[src/rtl/id_pkg.sv]
// Shared decode constants, instruction classes, operation codes and immediate helpers for id_stage_pipe.
// Multiply/divide codes are emitted only when ID_MULDIV_DECODE_EN is defined.
package id_pkg;

   localparam logic [4:0] OPC5_LOAD      = 5'b00000;
   localparam logic [4:0] OPC5_OP_IMM    = 5'b00100;
   localparam logic [4:0] OPC5_AUIPC     = 5'b00101;
   localparam logic [4:0] OPC5_OP_IMM_32 = 5'b00110;
   localparam logic [4:0] OPC5_STORE     = 5'b01000;
   localparam logic [4:0] OPC5_OP        = 5'b01100;
   localparam logic [4:0] OPC5_LUI       = 5'b01101;
   localparam logic [4:0] OPC5_OP_32     = 5'b01110;
   localparam logic [4:0] OPC5_BRANCH    = 5'b11000;
   localparam logic [4:0] OPC5_JALR      = 5'b11001;
   localparam logic [4:0] OPC5_JAL       = 5'b11011;
   localparam logic [4:0] OPC5_SYSTEM    = 5'b11100;

   // Bit positions inside the one-hot ex_inst_type {sys,rrw,riw,ri,rr,br,ld,st}
   localparam int T_ST = 0, T_LD = 1, T_BR = 2, T_RR = 3, T_RI = 4, T_RIW = 5, T_RRW = 6, T_SYS = 7;

   localparam logic [7:0] OPC_NOP = 8'd0,  OPC_ADD = 8'd1,  OPC_SUB = 8'd2,  OPC_SLL = 8'd3;
   localparam logic [7:0] OPC_SLT = 8'd4,  OPC_SLTU = 8'd5, OPC_XOR = 8'd6,  OPC_SRL = 8'd7;
   localparam logic [7:0] OPC_SRA = 8'd8,  OPC_OR = 8'd9,   OPC_AND = 8'd10, OPC_LUI = 8'd11;
   localparam logic [7:0] OPC_AUIPC = 8'd12, OPC_JAL = 8'd13, OPC_JALR = 8'd14;
   localparam logic [7:0] OPC_BEQ = 8'd15, OPC_BNE = 8'd16, OPC_BLT = 8'd17, OPC_BGE = 8'd18;
   localparam logic [7:0] OPC_BLTU = 8'd19, OPC_BGEU = 8'd20, OPC_LOAD = 8'd21, OPC_STORE = 8'd22;
   localparam logic [7:0] OPC_ECALL = 8'd23, OPC_MRET = 8'd24;
   localparam logic [7:0] OPC_CSRRW = 8'd25, OPC_CSRRS = 8'd26, OPC_CSRRC = 8'd27;
   localparam logic [7:0] OPC_CSRRWI = 8'd28, OPC_CSRRSI = 8'd29, OPC_CSRRCI = 8'd30;
   localparam logic [7:0] OPC_MUL = 8'd32, OPC_MULH = 8'd33, OPC_MULHSU = 8'd34, OPC_MULHU = 8'd35;
   localparam logic [7:0] OPC_DIV = 8'd36, OPC_DIVU = 8'd37, OPC_REM = 8'd38, OPC_REMU = 8'd39;
   localparam logic [7:0] OPC_MULW = 8'd40, OPC_DIVW = 8'd41, OPC_DIVUW = 8'd42;
   localparam logic [7:0] OPC_REMW = 8'd43, OPC_REMUW = 8'd44;

   typedef enum logic [1:0] {OP1_RS = 2'd0, OP1_PC = 2'd1, OP1_UIMM = 2'd2} op1_sel_e;
   typedef enum logic [1:0] {OP2_RS = 2'd0, OP2_IMM_I = 2'd1, OP2_IMM_U = 2'd2, OP2_PC = 2'd3} op2_sel_e;

   // Results are 64 bits wide; callers size-cast down to their own XLEN.
   function automatic logic [63:0] sext12(input logic [11:0] v);
      return {{52{v[11]}}, v};
   endfunction

   function automatic logic [63:0] sext32(input logic [31:0] v);
      return {{32{v[31]}}, v};
   endfunction

   function automatic logic [7:0] alu_opc(input logic [2:0] f3, input logic alt);
      case (f3)
         3'b000:  return alt ? OPC_SUB : OPC_ADD;
         3'b001:  return OPC_SLL;
         3'b010:  return OPC_SLT;
         3'b011:  return OPC_SLTU;
         3'b100:  return OPC_XOR;
         3'b101:  return alt ? OPC_SRA : OPC_SRL;
         3'b110:  return OPC_OR;
         3'b111:  return OPC_AND;
         default: return OPC_NOP;
      endcase
   endfunction

   function automatic logic [7:0] br_opc(input logic [2:0] f3);
      case (f3)
         3'b000:  return OPC_BEQ;
         3'b001:  return OPC_BNE;
         3'b100:  return OPC_BLT;
         3'b101:  return OPC_BGE;
         3'b110:  return OPC_BLTU;
         3'b111:  return OPC_BGEU;
         default: return OPC_NOP;
      endcase
   endfunction

   // OPC_NOP marks a funct3 with no defined M-extension operation.
   function automatic logic [7:0] md_opc(input logic [2:0] f3, input logic w);
      case ({w, f3})
         4'b0000: return OPC_MUL;
         4'b0001: return OPC_MULH;
         4'b0010: return OPC_MULHSU;
         4'b0011: return OPC_MULHU;
         4'b0100: return OPC_DIV;
         4'b0101: return OPC_DIVU;
         4'b0110: return OPC_REM;
         4'b0111: return OPC_REMU;
         4'b1000: return OPC_MULW;
         4'b1100: return OPC_DIVW;
         4'b1101: return OPC_DIVUW;
         4'b1110: return OPC_REMW;
         4'b1111: return OPC_REMUW;
         default: return OPC_NOP;
      endcase
   endfunction

endpackage

[src/rtl/id_stage_pipe_fwd.sv]
// Priority bypass select for one source operand; index 0 is the youngest producer.
module id_fwd_mux #(
   parameter int NUM_FWD = 3,
   parameter int XLEN    = 64
) (
   input  logic [4:0]              rs_addr_i,
   input  logic [XLEN-1:0]         rf_data_i,
   input  logic [NUM_FWD-1:0]      fwd_ena_i,
   input  logic [5*NUM_FWD-1:0]    fwd_addr_i,
   input  logic [XLEN*NUM_FWD-1:0] fwd_data_i,
   output logic [XLEN-1:0]         rs_data_o
);
   logic [XLEN-1:0] sel_s;

   // Walk oldest to youngest so the lowest-index match is the one that survives
   always_comb begin
      sel_s = rf_data_i;
      for (int i = NUM_FWD - 1; i >= 0; i--) begin
         if (fwd_ena_i[i] && (fwd_addr_i[5*i +: 5] == rs_addr_i)) begin
            sel_s = fwd_data_i[XLEN*i +: XLEN];
         end else begin
            sel_s = sel_s;
         end
      end
   end

   assign rs_data_o = (rs_addr_i == 5'd0) ? {XLEN{1'b0}} : sel_s;

endmodule

[src/rtl/id_stage_pipe.sv]
// RV64I/Zicsr decode stage with bypass, load-use stall, output register and jalr redirect.
// Define ID_MULDIV_DECODE_EN to decode the M extension; otherwise those encodings are NOPs.
module id_stage_pipe
   import id_pkg::*;
#(
   parameter int XLEN    = 64,
   parameter int PC_W    = 64,
   parameter int NUM_FWD = 3
) (
   input  logic                    clk,
   input  logic                    rst,
   input  logic                    if_valid,
   output logic                    if_ready,
   input  logic [31:0]             if_inst,
   input  logic [PC_W-1:0]         if_pc,
   output logic [4:0]              rf_rs1_addr,
   output logic [4:0]              rf_rs2_addr,
   input  logic [XLEN-1:0]         rf_rs1_data,
   input  logic [XLEN-1:0]         rf_rs2_data,
   input  logic [NUM_FWD-1:0]      fwd_ena,
   input  logic [5*NUM_FWD-1:0]    fwd_addr,
   input  logic [XLEN*NUM_FWD-1:0] fwd_data,
   input  logic                    exe_load_vld,
   input  logic [4:0]              exe_load_rd,
   input  logic                    flush_i,
   output logic                    ex_valid,
   input  logic                    ex_ready,
   output logic [7:0]              ex_inst_type,
   output logic [7:0]              ex_inst_opcode,
   output logic [XLEN-1:0]         ex_op1,
   output logic [XLEN-1:0]         ex_op2,
   output logic                    ex_rd_w_ena,
   output logic [4:0]              ex_rd_w_addr,
   output logic [PC_W-1:0]         ex_pc,
   output logic [11:0]             ex_mem_offset,
   output logic [2:0]              ex_mem_op,
   output logic                    redirect_vld,
   output logic [PC_W-1:0]         redirect_pc,
   output logic [15:0]             stall_cnt
);
   logic [4:0] opc5_s, rd_s;
   logic [2:0] f3_s;
   logic [6:0] f7_s;
   logic       ok_s, use1_s, use2_s, wr_s, jalr_s;
   logic [7:0] ty_s, code_s;
   logic [11:0] moff_s;
   op1_sel_e   op1_sel_s;
   op2_sel_e   op2_sel_s;

   assign opc5_s = if_inst[6:2];
   assign rd_s   = if_inst[11:7];
   assign f3_s   = if_inst[14:12];
   assign f7_s   = if_inst[31:25];

   // Instruction decode: class, operation, register usage and operand sources
   always_comb begin
      ok_s = 1'b0; ty_s = 8'h00; code_s = OPC_NOP; moff_s = 12'h000;
      use1_s = 1'b0; use2_s = 1'b0; wr_s = 1'b0; jalr_s = 1'b0;
      op1_sel_s = OP1_RS; op2_sel_s = OP2_RS;
      if (if_inst[1:0] == 2'b11) begin
         case (opc5_s)
            OPC5_OP_IMM: begin
               ty_s[T_RI] = 1'b1; use1_s = 1'b1; wr_s = 1'b1; op2_sel_s = OP2_IMM_I;
               code_s = alu_opc(f3_s, (f3_s == 3'b101) & if_inst[30]);
               case (f3_s)
                  3'b001:  ok_s = (if_inst[31:26] == 6'b000000);
                  3'b101:  ok_s = (if_inst[31:26] == 6'b000000) | (if_inst[31:26] == 6'b010000);
                  default: ok_s = 1'b1;
               endcase
            end
            OPC5_OP_IMM_32: begin
               ty_s[T_RIW] = 1'b1; use1_s = 1'b1; wr_s = 1'b1; op2_sel_s = OP2_IMM_I;
               code_s = alu_opc(f3_s, (f3_s == 3'b101) & if_inst[30]);
               case (f3_s)
                  3'b000:  ok_s = 1'b1;
                  3'b001:  ok_s = (f7_s == 7'b0000000);
                  3'b101:  ok_s = (f7_s == 7'b0000000) | (f7_s == 7'b0100000);
                  default: ok_s = 1'b0;
               endcase
            end
            OPC5_OP, OPC5_OP_32: begin
               if (opc5_s == OPC5_OP) begin
                  ty_s[T_RR] = 1'b1;
               end else begin
                  ty_s[T_RRW] = 1'b1;
               end
               use1_s = 1'b1; use2_s = 1'b1; wr_s = 1'b1;
               if (f7_s == 7'b0000000) begin
                  code_s = alu_opc(f3_s, 1'b0);
                  ok_s = (opc5_s == OPC5_OP) | (f3_s == 3'b000) | (f3_s == 3'b001) | (f3_s == 3'b101);
               end else if (f7_s == 7'b0100000) begin
                  code_s = alu_opc(f3_s, 1'b1);
                  ok_s = (f3_s == 3'b000) | (f3_s == 3'b101);
`ifdef ID_MULDIV_DECODE_EN
               end else if (f7_s == 7'b0000001) begin
                  code_s = md_opc(f3_s, opc5_s == OPC5_OP_32);
                  ok_s = (code_s != OPC_NOP);
`endif
               end else begin
                  ok_s = 1'b0;
               end
            end
            OPC5_LOAD: begin
               ty_s[T_LD] = 1'b1; code_s = OPC_LOAD; use1_s = 1'b1; wr_s = 1'b1;
               op2_sel_s = OP2_IMM_I; moff_s = if_inst[31:20]; ok_s = (f3_s != 3'b111);
            end
            OPC5_STORE: begin
               ty_s[T_ST] = 1'b1; code_s = OPC_STORE; use1_s = 1'b1; use2_s = 1'b1;
               moff_s = {if_inst[31:25], if_inst[11:7]}; ok_s = ~f3_s[2];
            end
            OPC5_BRANCH: begin
               ty_s[T_BR] = 1'b1; code_s = br_opc(f3_s); use1_s = 1'b1; use2_s = 1'b1;
               ok_s = (code_s != OPC_NOP);
            end
            OPC5_JAL: begin
               ty_s[T_BR] = 1'b1; code_s = OPC_JAL; wr_s = 1'b1; ok_s = 1'b1;
               op1_sel_s = OP1_PC; op2_sel_s = OP2_PC;
            end
            OPC5_JALR: begin
               ty_s[T_BR] = 1'b1; code_s = OPC_JALR; use1_s = 1'b1; wr_s = 1'b1;
               op2_sel_s = OP2_PC; jalr_s = 1'b1; ok_s = (f3_s == 3'b000);
            end
            OPC5_LUI: begin
               ty_s[T_RI] = 1'b1; code_s = OPC_LUI; wr_s = 1'b1; op2_sel_s = OP2_IMM_U; ok_s = 1'b1;
            end
            OPC5_AUIPC: begin
               ty_s[T_RI] = 1'b1; code_s = OPC_AUIPC; wr_s = 1'b1; ok_s = 1'b1;
               op1_sel_s = OP1_PC; op2_sel_s = OP2_IMM_U;
            end
            OPC5_SYSTEM: begin
               ty_s[T_SYS] = 1'b1; op2_sel_s = OP2_IMM_I;
               case (f3_s)
                  3'b000: begin
                     if (if_inst == 32'h0000_0073) begin
                        code_s = OPC_ECALL; ok_s = 1'b1;
                     end else if (if_inst == 32'h3020_0073) begin
                        code_s = OPC_MRET; ok_s = 1'b1;
                     end else begin
                        ok_s = 1'b0;
                     end
                  end
                  3'b001: begin code_s = OPC_CSRRW;  use1_s = 1'b1; wr_s = 1'b1; ok_s = 1'b1; end
                  3'b010: begin code_s = OPC_CSRRS;  use1_s = 1'b1; wr_s = 1'b1; ok_s = 1'b1; end
                  3'b011: begin code_s = OPC_CSRRC;  use1_s = 1'b1; wr_s = 1'b1; ok_s = 1'b1; end
                  3'b101: begin code_s = OPC_CSRRWI; op1_sel_s = OP1_UIMM; wr_s = 1'b1; ok_s = 1'b1; end
                  3'b110: begin code_s = OPC_CSRRSI; op1_sel_s = OP1_UIMM; wr_s = 1'b1; ok_s = 1'b1; end
                  3'b111: begin code_s = OPC_CSRRCI; op1_sel_s = OP1_UIMM; wr_s = 1'b1; ok_s = 1'b1; end
                  default: ok_s = 1'b0;
               endcase
            end
            default: ok_s = 1'b0;
         endcase
      end else begin
         ok_s = 1'b0;
      end
   end

   // Unknown encodings drop every side effect and travel down the pipe as a NOP
   assign rf_rs1_addr = (ok_s & use1_s) ? if_inst[19:15] : 5'd0;
   assign rf_rs2_addr = (ok_s & use2_s) ? if_inst[24:20] : 5'd0;

   logic [XLEN-1:0] rs1_val_s, rs2_val_s, imm_i_s, op1_s, op2_s, jalr_sum_s;
   logic [PC_W-1:0] jalr_raw_s;

   id_fwd_mux #(.NUM_FWD(NUM_FWD), .XLEN(XLEN)) u_fwd_rs1 (
      .rs_addr_i(rf_rs1_addr), .rf_data_i(rf_rs1_data), .fwd_ena_i(fwd_ena),
      .fwd_addr_i(fwd_addr), .fwd_data_i(fwd_data), .rs_data_o(rs1_val_s));
   id_fwd_mux #(.NUM_FWD(NUM_FWD), .XLEN(XLEN)) u_fwd_rs2 (
      .rs_addr_i(rf_rs2_addr), .rf_data_i(rf_rs2_data), .fwd_ena_i(fwd_ena),
      .fwd_addr_i(fwd_addr), .fwd_data_i(fwd_data), .rs_data_o(rs2_val_s));

   assign imm_i_s    = XLEN'(sext12(if_inst[31:20]));
   assign jalr_sum_s = rs1_val_s + imm_i_s;
   assign jalr_raw_s = PC_W'(jalr_sum_s);

   // Operand source selection
   always_comb begin
      op1_s = rs1_val_s;
      op2_s = rs2_val_s;
      case (op1_sel_s)
         OP1_PC:   op1_s = XLEN'(if_pc);
         OP1_UIMM: op1_s = XLEN'(if_inst[19:15]);
         default:  op1_s = rs1_val_s;
      endcase
      case (op2_sel_s)
         OP2_IMM_I: op2_s = imm_i_s;
         OP2_IMM_U: op2_s = XLEN'(sext32({if_inst[31:12], 12'h000}));
         OP2_PC:    op2_s = XLEN'(if_pc);
         default:   op2_s = rs2_val_s;
      endcase
   end

   logic ex_valid_q, ex_valid_d, ex_rd_w_ena_q, redirect_vld_q, redirect_vld_d;
   logic [7:0] ex_type_q, ex_opc_q;
   logic [XLEN-1:0] ex_op1_q, ex_op2_q;
   logic [4:0] ex_rd_q;
   logic [PC_W-1:0] ex_pc_q, redirect_pc_q, redirect_pc_d;
   logic [11:0] ex_moff_q;
   logic [2:0] ex_mop_q;
   logic [15:0] stall_cnt_q, stall_cnt_d;
   logic ld_in_out_s, hazard_s, accept_s;

   // A load parked in the output register is as dangerous as one already in EX
   assign ld_in_out_s = ex_valid_q & ex_type_q[T_LD] & ex_rd_w_ena_q;
   assign hazard_s =
      ((rf_rs1_addr != 5'd0) & ((exe_load_vld & (rf_rs1_addr == exe_load_rd)) |
                                (ld_in_out_s & (rf_rs1_addr == ex_rd_q)))) |
      ((rf_rs2_addr != 5'd0) & ((exe_load_vld & (rf_rs2_addr == exe_load_rd)) |
                                (ld_in_out_s & (rf_rs2_addr == ex_rd_q))));
   assign if_ready = ~hazard_s & ~flush_i & (~ex_valid_q | ex_ready);
   assign accept_s = if_valid & if_ready;

   // Next-state for handshake, redirect pulse and stall counter
   always_comb begin
      ex_valid_d = ex_valid_q; redirect_vld_d = 1'b0;
      redirect_pc_d = redirect_pc_q; stall_cnt_d = stall_cnt_q;
      if (flush_i) begin
         ex_valid_d = 1'b0;
      end else if (accept_s) begin
         ex_valid_d = 1'b1;
      end else if (ex_ready) begin
         ex_valid_d = 1'b0;
      end else begin
         ex_valid_d = ex_valid_q;
      end
      if (accept_s & ok_s & jalr_s) begin
         redirect_vld_d = 1'b1;
         redirect_pc_d  = {jalr_raw_s[PC_W-1:1], 1'b0};
      end else begin
         redirect_vld_d = 1'b0;
      end
      if (if_valid & hazard_s & ~flush_i & (stall_cnt_q != 16'hFFFF)) begin
         stall_cnt_d = stall_cnt_q + 16'd1;
      end else begin
         stall_cnt_d = stall_cnt_q;
      end
   end

   // State and output register
   always_ff @(posedge clk or posedge rst) begin
      if (rst) begin
         ex_valid_q <= 1'b0; redirect_vld_q <= 1'b0; redirect_pc_q <= '0; stall_cnt_q <= 16'd0;
         ex_type_q <= 8'h00; ex_opc_q <= 8'h00; ex_op1_q <= '0; ex_op2_q <= '0;
         ex_rd_w_ena_q <= 1'b0; ex_rd_q <= 5'd0; ex_pc_q <= '0; ex_moff_q <= 12'h000; ex_mop_q <= 3'd0;
      end else begin
         ex_valid_q <= ex_valid_d; redirect_vld_q <= redirect_vld_d;
         redirect_pc_q <= redirect_pc_d; stall_cnt_q <= stall_cnt_d;
         if (accept_s) begin
            ex_type_q     <= ok_s ? ty_s : 8'h00;
            ex_opc_q      <= ok_s ? code_s : OPC_NOP;
            ex_op1_q      <= op1_s;
            ex_op2_q      <= op2_s;
            ex_rd_w_ena_q <= ok_s & wr_s & (rd_s != 5'd0);
            ex_rd_q       <= (ok_s & wr_s) ? rd_s : 5'd0;
            ex_pc_q       <= if_pc;
            ex_moff_q     <= ok_s ? moff_s : 12'h000;
            ex_mop_q      <= ok_s ? f3_s : 3'd0;
         end
      end
   end

   assign ex_valid       = ex_valid_q;
   assign ex_inst_type   = ex_type_q;
   assign ex_inst_opcode = ex_opc_q;
   assign ex_op1         = ex_op1_q;
   assign ex_op2         = ex_op2_q;
   assign ex_rd_w_ena    = ex_rd_w_ena_q;
   assign ex_rd_w_addr   = ex_rd_q;
   assign ex_pc          = ex_pc_q;
   assign ex_mem_offset  = ex_moff_q;
   assign ex_mem_op      = ex_mop_q;
   assign redirect_vld   = redirect_vld_q;
   assign redirect_pc    = redirect_pc_q;
   assign stall_cnt      = stall_cnt_q;

endmodule
[config.mk]
export PLATFORM = sky130hd
export DESIGN_NAME = id_stage_pipe
export DESIGN_NICKNAME = d
export VERILOG_FILES = /design/src/rtl/id_pkg.sv /design/src/rtl/id_stage_pipe_fwd.sv /design/src/rtl/id_stage_pipe.sv
export SDC_FILE = /design/constraint.sdc
export NUM_CORES = 1
export LEC_CHECK = 0
export BUFFER_PORTS_ARGS = -buffer_cell sky130_fd_sc_hd__buf_2
export CORE_AREA = 5 5 299 301
export CTS_CLUSTER_SIZE = 12
export DETAILED_ROUTE_END_ITERATION = 10
export DIE_AREA = 0 0 304 306
export GPL_ROUTABILITY_DRIVEN = 0
export PLACE_DENSITY = 0.44
export SLEW_MARGIN = 20
export SYNTH_ARGS = -nofsm -noshare
export SYNTH_HDL_FRONTEND = slang
export SYNTH_SLANG_ARGS = --single-unit
[constraint.sdc]
create_clock -name clk -period 12.1 [get_ports clk]
set_input_delay 0.605 -clock clk [delete_from_list [all_inputs] [get_ports clk]]
set_output_delay 0.605 -clock clk [all_outputs]
set_load 0.05 [all_outputs]
### After elaboration in Yosys (flattened, before gate mapping)

Memory sizes are Yosys's and may differ from the RTL's.
Index checks and enable logic that the tools add are counted.

| storage, ports and cells | value |
|---|---|
| memory bits (read-only) | 64 |
| register bits after elaboration | 310 |
| memories kept | 2 |
| word-level logic and storage cells | 195 |
| bits of input ports | 445 |
| output and inout port bits | 322 |

Memory list:

| memory | depth | width | rd ports | clocked after memory_dff | wr ports | RTL line | source |
|---|---|---|---|---|---|---|---|
| (name not given) | 8 | 4 | 1 | 0 | 0 | id_pkg.sv:48 | `case (f3)` |
| (name not given) | 8 | 4 | 1 | 0 | 0 | id_pkg.sv:48 |  |

| cells by class | value |
|---|---|
| mux-type cells | 71 |
| bitwise logic cells | 35 |
| reductions and logical operators | 32 |
| equal/unequal tests | 40 |
| add/subtract/negate cells | 2 |

Operator list:

| operator | count |
|---|---|
| $mux W64 | 8 |
| $pmux W64 S3 | 1 |
| $pmux W64 S2 | 1 |
| $pmux W8 S10 | 1 |
| $add A64 B64 Y64 | 1 |
| $mux W8 | 8 |
| $pmux W8 S8 | 1 |
| $eq A5 B5 Y1 | 10 |
| $pmux W5 S7 | 1 |
| $eq A32 B30 Y1 const B | 1 |
| $eq A32 B7 Y1 const B | 1 |
| $pmux W5 S6 | 1 |
| $mux W1 | 27 |
| $mux W5 | 5 |
| $mux W12 | 2 |
| $pmux W12 S2 | 1 |
| $and A1 B1 Y1 | 21 |
| $eq A5 B4 Y1 const B | 4 |
| $eq A5 B5 Y1 const B | 4 |
| $add A16 B1 Y16 const B | 1 |
| $ne A16 B16 Y1 const B | 1 |
| $eq A5 B3 Y1 const B | 3 |
| $logic_not A5 Y1 | 3 |
| $reduce_bool A5 Y1 | 3 |
| 30 further kinds | 70 |

### Depth between registers and ports, before layout

Gate-level depths: netlist of run 1.

| logic depth | value |
|---|---|
| depth after elaboration | 21 |
| gate-level depth with buffers | 31 |
| depth with buffers taken out | 28 |

### By module

A second synthesis of run 1 with hierarchy kept.

| unflattened totals | value |
|---|---|
| cell total of the unflattened synthesis | 2,927 |
| area total of the unflattened synthesis | 23,277.3 um^2 |

By module, submodules not included:

| module | sequential area each (um^2) | area each (um^2) | times used | cells each |
|---|---|---|---|---|
| id_stage_pipe | 7,682.4 | 18,307.6 | 1 | 2,119 |
| id_fwd_mux | 0.0 | 2,484.9 | 2 | 404 |

### Least setup slack after synthesis of run 1

OpenSTA, ideal clock, no wires.

| timing path | value |
|---|---|
| path kind | input-to-reg |
| from | input port if_inst[14] |
| to | register redirect_pc_q[58] (netlist: redirect_pc[58]) |
| data required time | 11.964 ns |
| arrival | 7.006 ns |
| path buffers | 2 |
| library setup time | 0.136 ns |
| stages | 29 |
| setup slack | 4.958 ns |
| cell sequence | buf_2 -> clkinv_1 -> ha_1 -> or3_1 -> a21oi_1 -> a311oi_4 -> a21oi_2 -> o21ai_1 -> nor4b_2 -> buf_6 -> mux2i_2 -> nor3_1 -> o21ai_1 -> nor2_1 -> fa_1 -> a21o_1 -> a221oi_1 -> nor2_1 -> o311a_1 -> o2111ai_1 -> a211o_1 -> a41oi_1 -> o2bb2ai_1 -> a21oi_1 -> a31oi_1 -> a31o_2 -> a21oi_1 -> mux2i_1 -> o311ai_1 |

| on the way | value |
|---|---|
| cells in the longest elaborated chain, start to end | 20 |
| elaborated cells on any way between the ends | 71 |
| classes of those cells | add/sub (1); eq/ne (17); mux (21); bitwise (22); reduce/logical (10) |

Ends and longest elaborated chain:

| item | RTL line | source |
|---|---|---|
| start: declaration | id_stage_pipe.sv:14 | `input logic [31:0] if_inst,` |
| $eq A3 B3 Y1, or another cell as far along | id_pkg.sv:62, id_stage_pipe.sv:132 |  |
| $pmux W5 S6 / $or A1 B1 Y1 (equally long branches) | id_pkg.sv:62, id_stage_pipe.sv:90 |  |
| $mux W8 / $or A1 B1 Y1 (equally long branches) | id_stage_pipe.sv:61, id_stage_pipe.sv:90 |  |
| $mux W8 / $or A1 B1 Y1 (equally long branches) | id_stage_pipe.sv:60, id_stage_pipe.sv:90 |  |
| $reduce_bool A8 Y1 / $mux W1 (equally long branches) | id_stage_pipe.sv:113, id_stage_pipe.sv:88 |  |
| $pmux W1 S9 | id_stage_pipe.sv:61 | `case (opc5_s)` |
| $mux W1 | id_stage_pipe.sv:60 | `if (if_inst[1:0] == 2'b11) begin` |
| $and A1 B1 Y1 (*) | id_stage_pipe.sv:159 | `assign rf_rs1_addr = (ok_s & use1_s) ? if_inst[19:15] : 5'd0;` |
| $mux W5 (*) | id_stage_pipe.sv:159 |  |
| named net rf_rs1_addr[4] | id_stage_pipe.sv:16 | `output logic [4:0] rf_rs1_addr,` |
| branches (longest 11 deep; another with $add A64 B64 Y64) | -- |  |
| end signal: assignment | id_stage_pipe.sv:247 | `redirect_pc_q <= redirect_pc_d; stall_cnt_q <= stall_cnt_d;` |
| end: declaration | id_stage_pipe.sv:197 | `logic [PC_W-1:0] ex_pc_q, redirect_pc_q, redirect_pc_d;` |

Mark *: on every way through the listed nets, which the timed path passes. The select of a mux whose other input is x is not followed.
A chain may end at the register's enable or synchronous reset.

### Worst setup path after layout of run 1

| timing path | value |
|---|---|
| from | input port if_inst[14] |
| to | register redirect_pc_q[62] (netlist: redirect_pc[62]) |

| on the way | value |
|---|---|
| cells in the longest elaborated chain, start to end | 20 |
| elaborated cells on any way between the ends | 71 |
| classes of those cells | add/sub (1); eq/ne (17); mux (21); bitwise (22); reduce/logical (10) |

Ends and longest elaborated chain:

| item |
|---|
| branches (longest 20 deep; another with $mux W64) |

Parallel ways; which one is timed is not known. The select of a mux whose other input is x is not followed.

==> out/metrics.yaml, run 1 <==
synth-async-reset-ratio: 1.00
endpoint_kind: "flip-flop"
clk_latency_ns: 0.60
worst_slew_pin_slew_ns: 1.00
clock_sinks: 307
yosysTopAreaCell: "dfrtp_1"
grt_pass1_vias: 24500
synth_seq_area_share: 0.340
max_freq_mhz: 114
ys_seq_elements: 307
p_leak_nw: 14.3
final_hold_viol_count: 0
synth_area_mm2: 0.0226
cts_buffers: 42
worstPathRequired_ns: 12.50
first_iter_violations: 2449
wirelength_um: 124000
relSlewSlack: 0.332
row_count: 108
layout-drive-gt1-share: 0.275
p_per_area_mw_per_mm2: 119
grt_usage: 0.252
die_area_mm2: 0.0930
htreeDepth: 2
fin_tns_setup_ns: 0
synthTopCellsByArea: "dfrtp_1 (34%), nor2_1 (7.2%), nand2_1 (7.1%)"
hold_class: "input port to asynchronous set/reset pin"
finish.utilization: 0.333
period_share: 0.726
dieWidth_um: 304
synth_top_area_frac: 0.340
clk_pin_slew_ns: 0.06
crit_type: "input port to flip-flop"
grt_pass1_wl_um: 177000
cts-resized-gates: 0
cp.arrival_ns: 9.19
max_stage_delay_ns: 0.68
core_area_mm2: 0.0863
status: "completed"
rsz0062_at_grt: "no"
postRouteAntennaNets: 0
synth_edf_count: 0
hpwlAfterDp_um: 95800
synthDistinctLibCells: 101
post_cts_buffers: 0
final.setup_skew_ns: 0.0315
wl_per_cell_um: 26.6
placed_area_mm2: 0.0273
antenna_found_initial: 20
nFillCells: 9422
route.detailed.drc: 0
fp.dieH_um: 306
gr-total-overflow: 0
start_util: 0.261
first_pass_iters: 8
synth_cells: 2806
io_buffers: 762
cts_root_buf: "clkbuf_16"
cp_max_fo: 36
period_needed_ns: 8.78
final_nets: 3969
synth_area_per_cell_um2: 8.05
yosysWarnings: 0
io-pin-count: 767
synthFlopType: "dfrtp_1"
finalSetupViolations: 0
slew_violations: 0
cts_tree: "yes"
cts_hold_repair.buffers: 0
fin_area_mm2: 0.0287
cpMaxStageDelayCell: "buf_4"
cp-start-kind: "input port"
clockBufferDepth: 3
post_drt_via_cell_ratio: 5.32
syn_to_final_growth_pct: 27.3
vdd_drop_max_mv: 0.0875
grt_max_degree: 145
vias: 24700
drv_cap: 0
-- worst max-delay path: cells and delay by family --
family                   cells  cell delay [ns]
AND/OR/NAND/NOR              3             1.24
AO/OA/AOI/OAI               19             4.38
XOR/XNOR                     1             0.17
adder cells (fa/ha/maj)      2             0.64
buffers and inverters        4             1.93
multiplexers                 1             0.15
-- cells in the mapped netlist, drive strengths merged, types with 6 or more instances --
cell type,n
a211oi,74
a21o,55
a21oi,214
a221o,6
a221oi,83
a222oi,32
a31oi,54
and2,10
and3,23
buf,73
clkbuf,129
dfrtp,307
ha,75
inv,56
mux2,36
mux2i,131
nand2,426
nand2b,15
nand3,44
nand4,25
nor2,439
nor2b,14
nor3,32
nor4,9
nor4b,6
o2111ai,8
o211ai,41
o21ai,144
o21bai,23
o311ai,7
o31ai,7
o32ai,10
or2,12
or3,7
xnor2,59
xor2,42
-- sequential cells by signal (all words and copies together) (netlist names) --
signal,count
ex_mem_offset,12
ex_rd_w_addr,5
ex_pc,64
stall_cnt,16
ex_inst_opcode,5
ex_mem_op,3
ex_rd_w_ena,1
ex_op2,64
ex_op1,64
ex_valid,1
ex_inst_type,8
redirect_pc,63
redirect_vld,1
-- cell type report --
| type | instances | area (µm²) | share of cell area |
|---|---|---|---|
| Timing Repair Buffer | 797 | 4090 | 0.142 |
| Tap cell | 1155 | 1450 | 0.0503 |
| Antenna cell | 8 | 20.0 | 0.000696 |
| Multi-Input combinational cell | 2242 | 13900 | 0.484 |
| Inverter | 58 | 225 | 0.00783 |
| Clock inverter | 11 | 155 | 0.00540 |
| Sequential cell | 307 | 7680 | 0.267 |
| Clock buffer | 63 | 1230 | 0.0428 |
-- cells by family after synthesis --
| family | count (synthesis) | synth area share |
|---|---|---|
| simple gates | 1083 | 0.207 |
| compound gates | 809 | 0.245 |
| flops | 307 | 0.340 |
| buf+inv | 260 | 0.0483 |
| mux | 169 | 0.0782 |
| xor+xnor | 101 | 0.0395 |
| fa+ha+maj | 76 | 0.0425 |
| other cells | 1 | 0.000166 |
-- report_power, final --
group | leakage (nW) | switching [mW] | internal (mW)
clock | 0.676 | 0.537 | 0.747
combinational | 9.62 | 0.714 | 0.242
sequential | 3.97 | 0.0513 | 1.12
-- cell usage in the layout, fill, tap and decap left out, types with 42 or more instances in the layout --
cell       netlist  layout
xnor2_1         59      59
nand3_1         44      44
clkbuf_16        0      42
o21ai_0        111     111
a21o_1          55      55
a221oi_1        81      81
a21oi_1        213     212
dfrtp_1        307     307
mux2i_1        130     130
ha_1            75      74
buf_2           49     762
nand2_1        426     426
inv_1           53      52
a211oi_1        72      72
nor2_1         436     434
a31oi_1         54      54
-- metal layers --
layer / GRT usage / vias to the layer above / share of wire
met1: 0.323 / 12000 / 0.41
li1: - / 11400 / -
met4: 0.0543 / 12 / 0.023
met2: 0.440 / 1061 / 0.49
met3: 0.0544 / 161 / 0.074
met5: 0 / - / 0.00062
-- stage by stage --
step / hold WS, ns / instances / total power [mW] / worst slack [ns]
6_report: 0.0980 / 4641 / 3.41 / 3.32
5_1_grt: 0.108 / 4638 / 3.55 / 2.71
4_1_cts: 0.0894 / 4633 / 3.45 / 3.40
3_5_place_dp: 0.455 / 4559 / 2.14 / 2.80
3_3_place_gp: 0.447 / 4559 / 2.14 / 2.83
2_1_floorplan: 0.710 / 2809 / 1.78 / 3.01
-- worst paths after layout --
kind                                          startpoint                             to  slack [ns]  cells after the start
setup / recovery                             if_inst[14]    redirect_pc[62]$_DFFE_PP0P_        3.32                     30
hold / removal                                       rst    redirect_pc[61]$_DFFE_PP0P_         0.1                      2
setup reg to reg             ex_rd_w_addr[1]$_DFFE_PP0P_         ex_op2[31]$_DFFE_PP0P_        8.23                     13
hold reg to reg            ex_inst_opcode[0]$_DFFE_PP0P_  ex_inst_opcode[0]$_DFFE_PP0P_        0.46                      2
max in group asynchronous                            rst         ex_op1[21]$_DFFE_PP0P_        9.90                      4
min in group clk                               if_pc[41]          ex_pc[41]$_DFFE_PP0P_        0.24                      3
Power figures use the tool's default switching activity.
==> run 2: changes to the inputs <==
Clock period 12.1 ns to 9 ns, I/O delays scaled along.
==> run 2 against run 1 <==
Compared with the run above:
- cell count grew 0.50%
- die area is the same
- non-clock buffer count grew 13
- utilization grew 0.29 points
- largest cell class unchanged
- register-to-register slack lost 3.4 ns
- combinational power grew 35%
- cell area grew 0.87%
- first-iteration DRC count shrank 4.4%
- critical endpoint is now redirect_pc[58]$_DFFE_PP0P_
==> out/metrics.yaml, run 2 (same netlist as run 1, synthesis figures left out) <==
holdWs_ns: 0.0774  # -0.0206 ns
gr-total-overflow: 0  # unchanged
vdd_drop_max_mv: 0.121  # +38%
core_area_mm2: 0.0863  # unchanged
status: "completed"
clockBufferDepth: 3  # unchanged
period_needed_ns: 7.69
antenna_found_initial: 23  # +15%
cts_root_buf: "clkbuf_16"
internal-power_mw: 2.94  # +40%
rsz0062_at_grt: "no"
post_cts_buffers: 0  # unchanged
wl_per_cell_um: 26.7  # +0.28%
power.switching_mw: 1.78  # +37%
cpMaxStageDelayCell: "buf_4"
drv_cap: 0  # unchanged
p_per_area_mw_per_mm2: 163  # +37%
row_count: 108  # unchanged
grt_max_degree: 132  # -9.0%
max_stage_delay_ns: 0.56  # -0.12 ns
final_hold_viol_count: 0  # unchanged
max_freq_mhz: 130
fp.dieH_um: 306  # unchanged
post_drt_via_cell_ratio: 5.35  # +0.66%
cts_tree: "yes"
worst_slew_pin_slew_ns: 1.03  # +0.0282 ns
power_frac_clock: 0.394  # +0.017
cp_max_fo: 33  # -8.3%
dieWidth_um: 304  # unchanged
cts_buffers: 44  # +4.8%
postRouteAntennaNets: 0  # unchanged
syn_to_final_growth_pct: 28.4
layout-drive-gt1-share: 0.279  # +0.00431
clk_pin_slew_ns: 0.06  # about the same
die_area_mm2: 0.0930  # unchanged
regToRegSetupSlack_ns: 4.87  # -3.36 ns
combPwrFrac: 0.273  # -0.007
p_leak_nw: 14.4  # +0.92%
endpoint_kind: "flip-flop"
dp_slack_ns: 0.783  # -2.02 ns
finalSetupViolations: 0  # unchanged
final_common_cell: "buf_2"
clk_latency_ns: 0.61  # about the same
layout_common_cells: "buf_2 (762), nor2_1 (434), nand2_1 (426)"
vias: 25000  # +1.2%
fin_ws_ns: 1.31  # -2.00 ns
worstPathRequired_ns: 9.47  # -3.03 ns
hold_class: "input port to flip-flop"
cp-start-kind: "input port"
grt_usage: 0.254  # +0.00197
crit_type: "input port to flip-flop"
sequentialPowerShare: 0.332  # -0.011
route.detailed.drc: 0  # unchanged
start_util: 0.261  # unchanged
first_iter_violations: 2342  # -4.4%
cp.arrival_ns: 8.16  # -1.03 ns
slew_violations: 0  # unchanged
cpMostUsedCell: "a21oi_1"
switching_share: 0.378  # -0.00434
grt_pass1_wl_um: 178000  # +0.41%
first_pass_iters: 7  # -1
clock_sinks: 307  # unchanged
cts-resized-gates: 0  # unchanged
io-pin-count: 767  # unchanged
htreeDepth: 2  # unchanged
final.setup_skew_ns: 0.0322  # +0.000631 ns
cts_hold_repair.buffers: 0  # unchanged
io_buffers: 762  # unchanged
wirelength_um: 124000  # +0.78%
relSlewSlack: 0.296  # -0.0359
grt_pass1_vias: 24400  # -0.42%
final_nets: 3984  # +0.38%
period_share: 0.854
hpwlAfterDp_um: 96700  # +0.91%
fin_tns_setup_ns: 0  # unchanged
-- run 2: changes by cell type in the layout (fill, tap and decap cells not counted), sizes merged --
cell | before | now
buf | 797 | 809
bufinv | 2 | 4
diode | 8 | 13
dlygate4sd3 | 0 | 1
clkinvlp | 1 | 2
inv | 56 | 58
-- run 2: stage by stage --
step           instances  power [mW]  instance area [µm²]   util
2_1_floorplan       2809        2.39                22600      -
3_3_place_gp        4571        2.89                27400  0.318
3_5_place_dp        4571        2.88                27400  0.318
4_1_cts             4650        4.77                29000  0.335
5_1_grt             4660        4.90                29000  0.336
6_report            4664        4.72                29000  0.336
-- run 2: path summary, 6_finish.rpt --
check	to	cells past startpoint	from
setup / recovery	redirect_pc[58]$_DFFE_PP0P_	31	if_inst[13]
hold reg to reg	ex_mem_offset[8]$_DFFE_PP0P_	2	ex_mem_offset[8]$_DFFE_PP0P_
setup reg to reg	ex_op2[31]$_DFFE_PP0P_	13	ex_rd_w_addr[1]$_DFFE_PP0P_
hold / removal	ex_pc[54]$_DFFE_PP0P_	3	if_pc[54]
max in group asynchronous	redirect_pc[40]$_DFFE_PP0P_	4	rst
min in group asynchronous	redirect_vld$_DFF_PP0_	3	rst
-- run 2: area by class of cell --
cell class	instances	area, µm²
clock inverter	16	229
timing repair buffer	810	4200
multi-input combinational	2242	13900
fill	9370	57400
inverter	58	225
sequential	307	7680
clock buffer	63	1280
antenna	13	32.5
tap	1155	1450
-- run 2: power by group through the flow --
| stage | Combinational, mW | Sequential [mW] | Clock (mW) |
|---|---|---|---|
| global placement | 1.30 | 1.59 | 0 |
| floorplan | 0.373 | 2.02 | 0 |
| CTS | 1.29 | 1.57 | 1.91 |
| detailed placement | 1.29 | 1.59 | 0 |
| global route | 1.37 | 1.58 | 1.95 |
| finish | 1.29 | 1.57 | 1.86 |
-- run 2: layer usage --
layer | track usage | up-vias | routed length, µm | part of all wire
li1 | - | 11500 | - | -
met1 | 0.326 | 12100 | 50800 | 0.41
met2 | 0.441 | 1167 | 60900 | 0.49
met3 | 0.0530 | 159 | 9810 | 0.079
met4 | 0.0616 | 10 | 2930 | 0.024
met5 | 0 | - | 68 | 0.00055
-- run 2: worst max-delay path, delay by kind of cell --
| family | cells | cell delay [ns] |
|---|---|---|
| simple gates | 8 | 1.81 |
| fa+ha+maj | 2 | 0.76 |
| compound gates | 15 | 3.46 |
| buf+inv | 4 | 1.19 |
| mux | 2 | 0.42 |
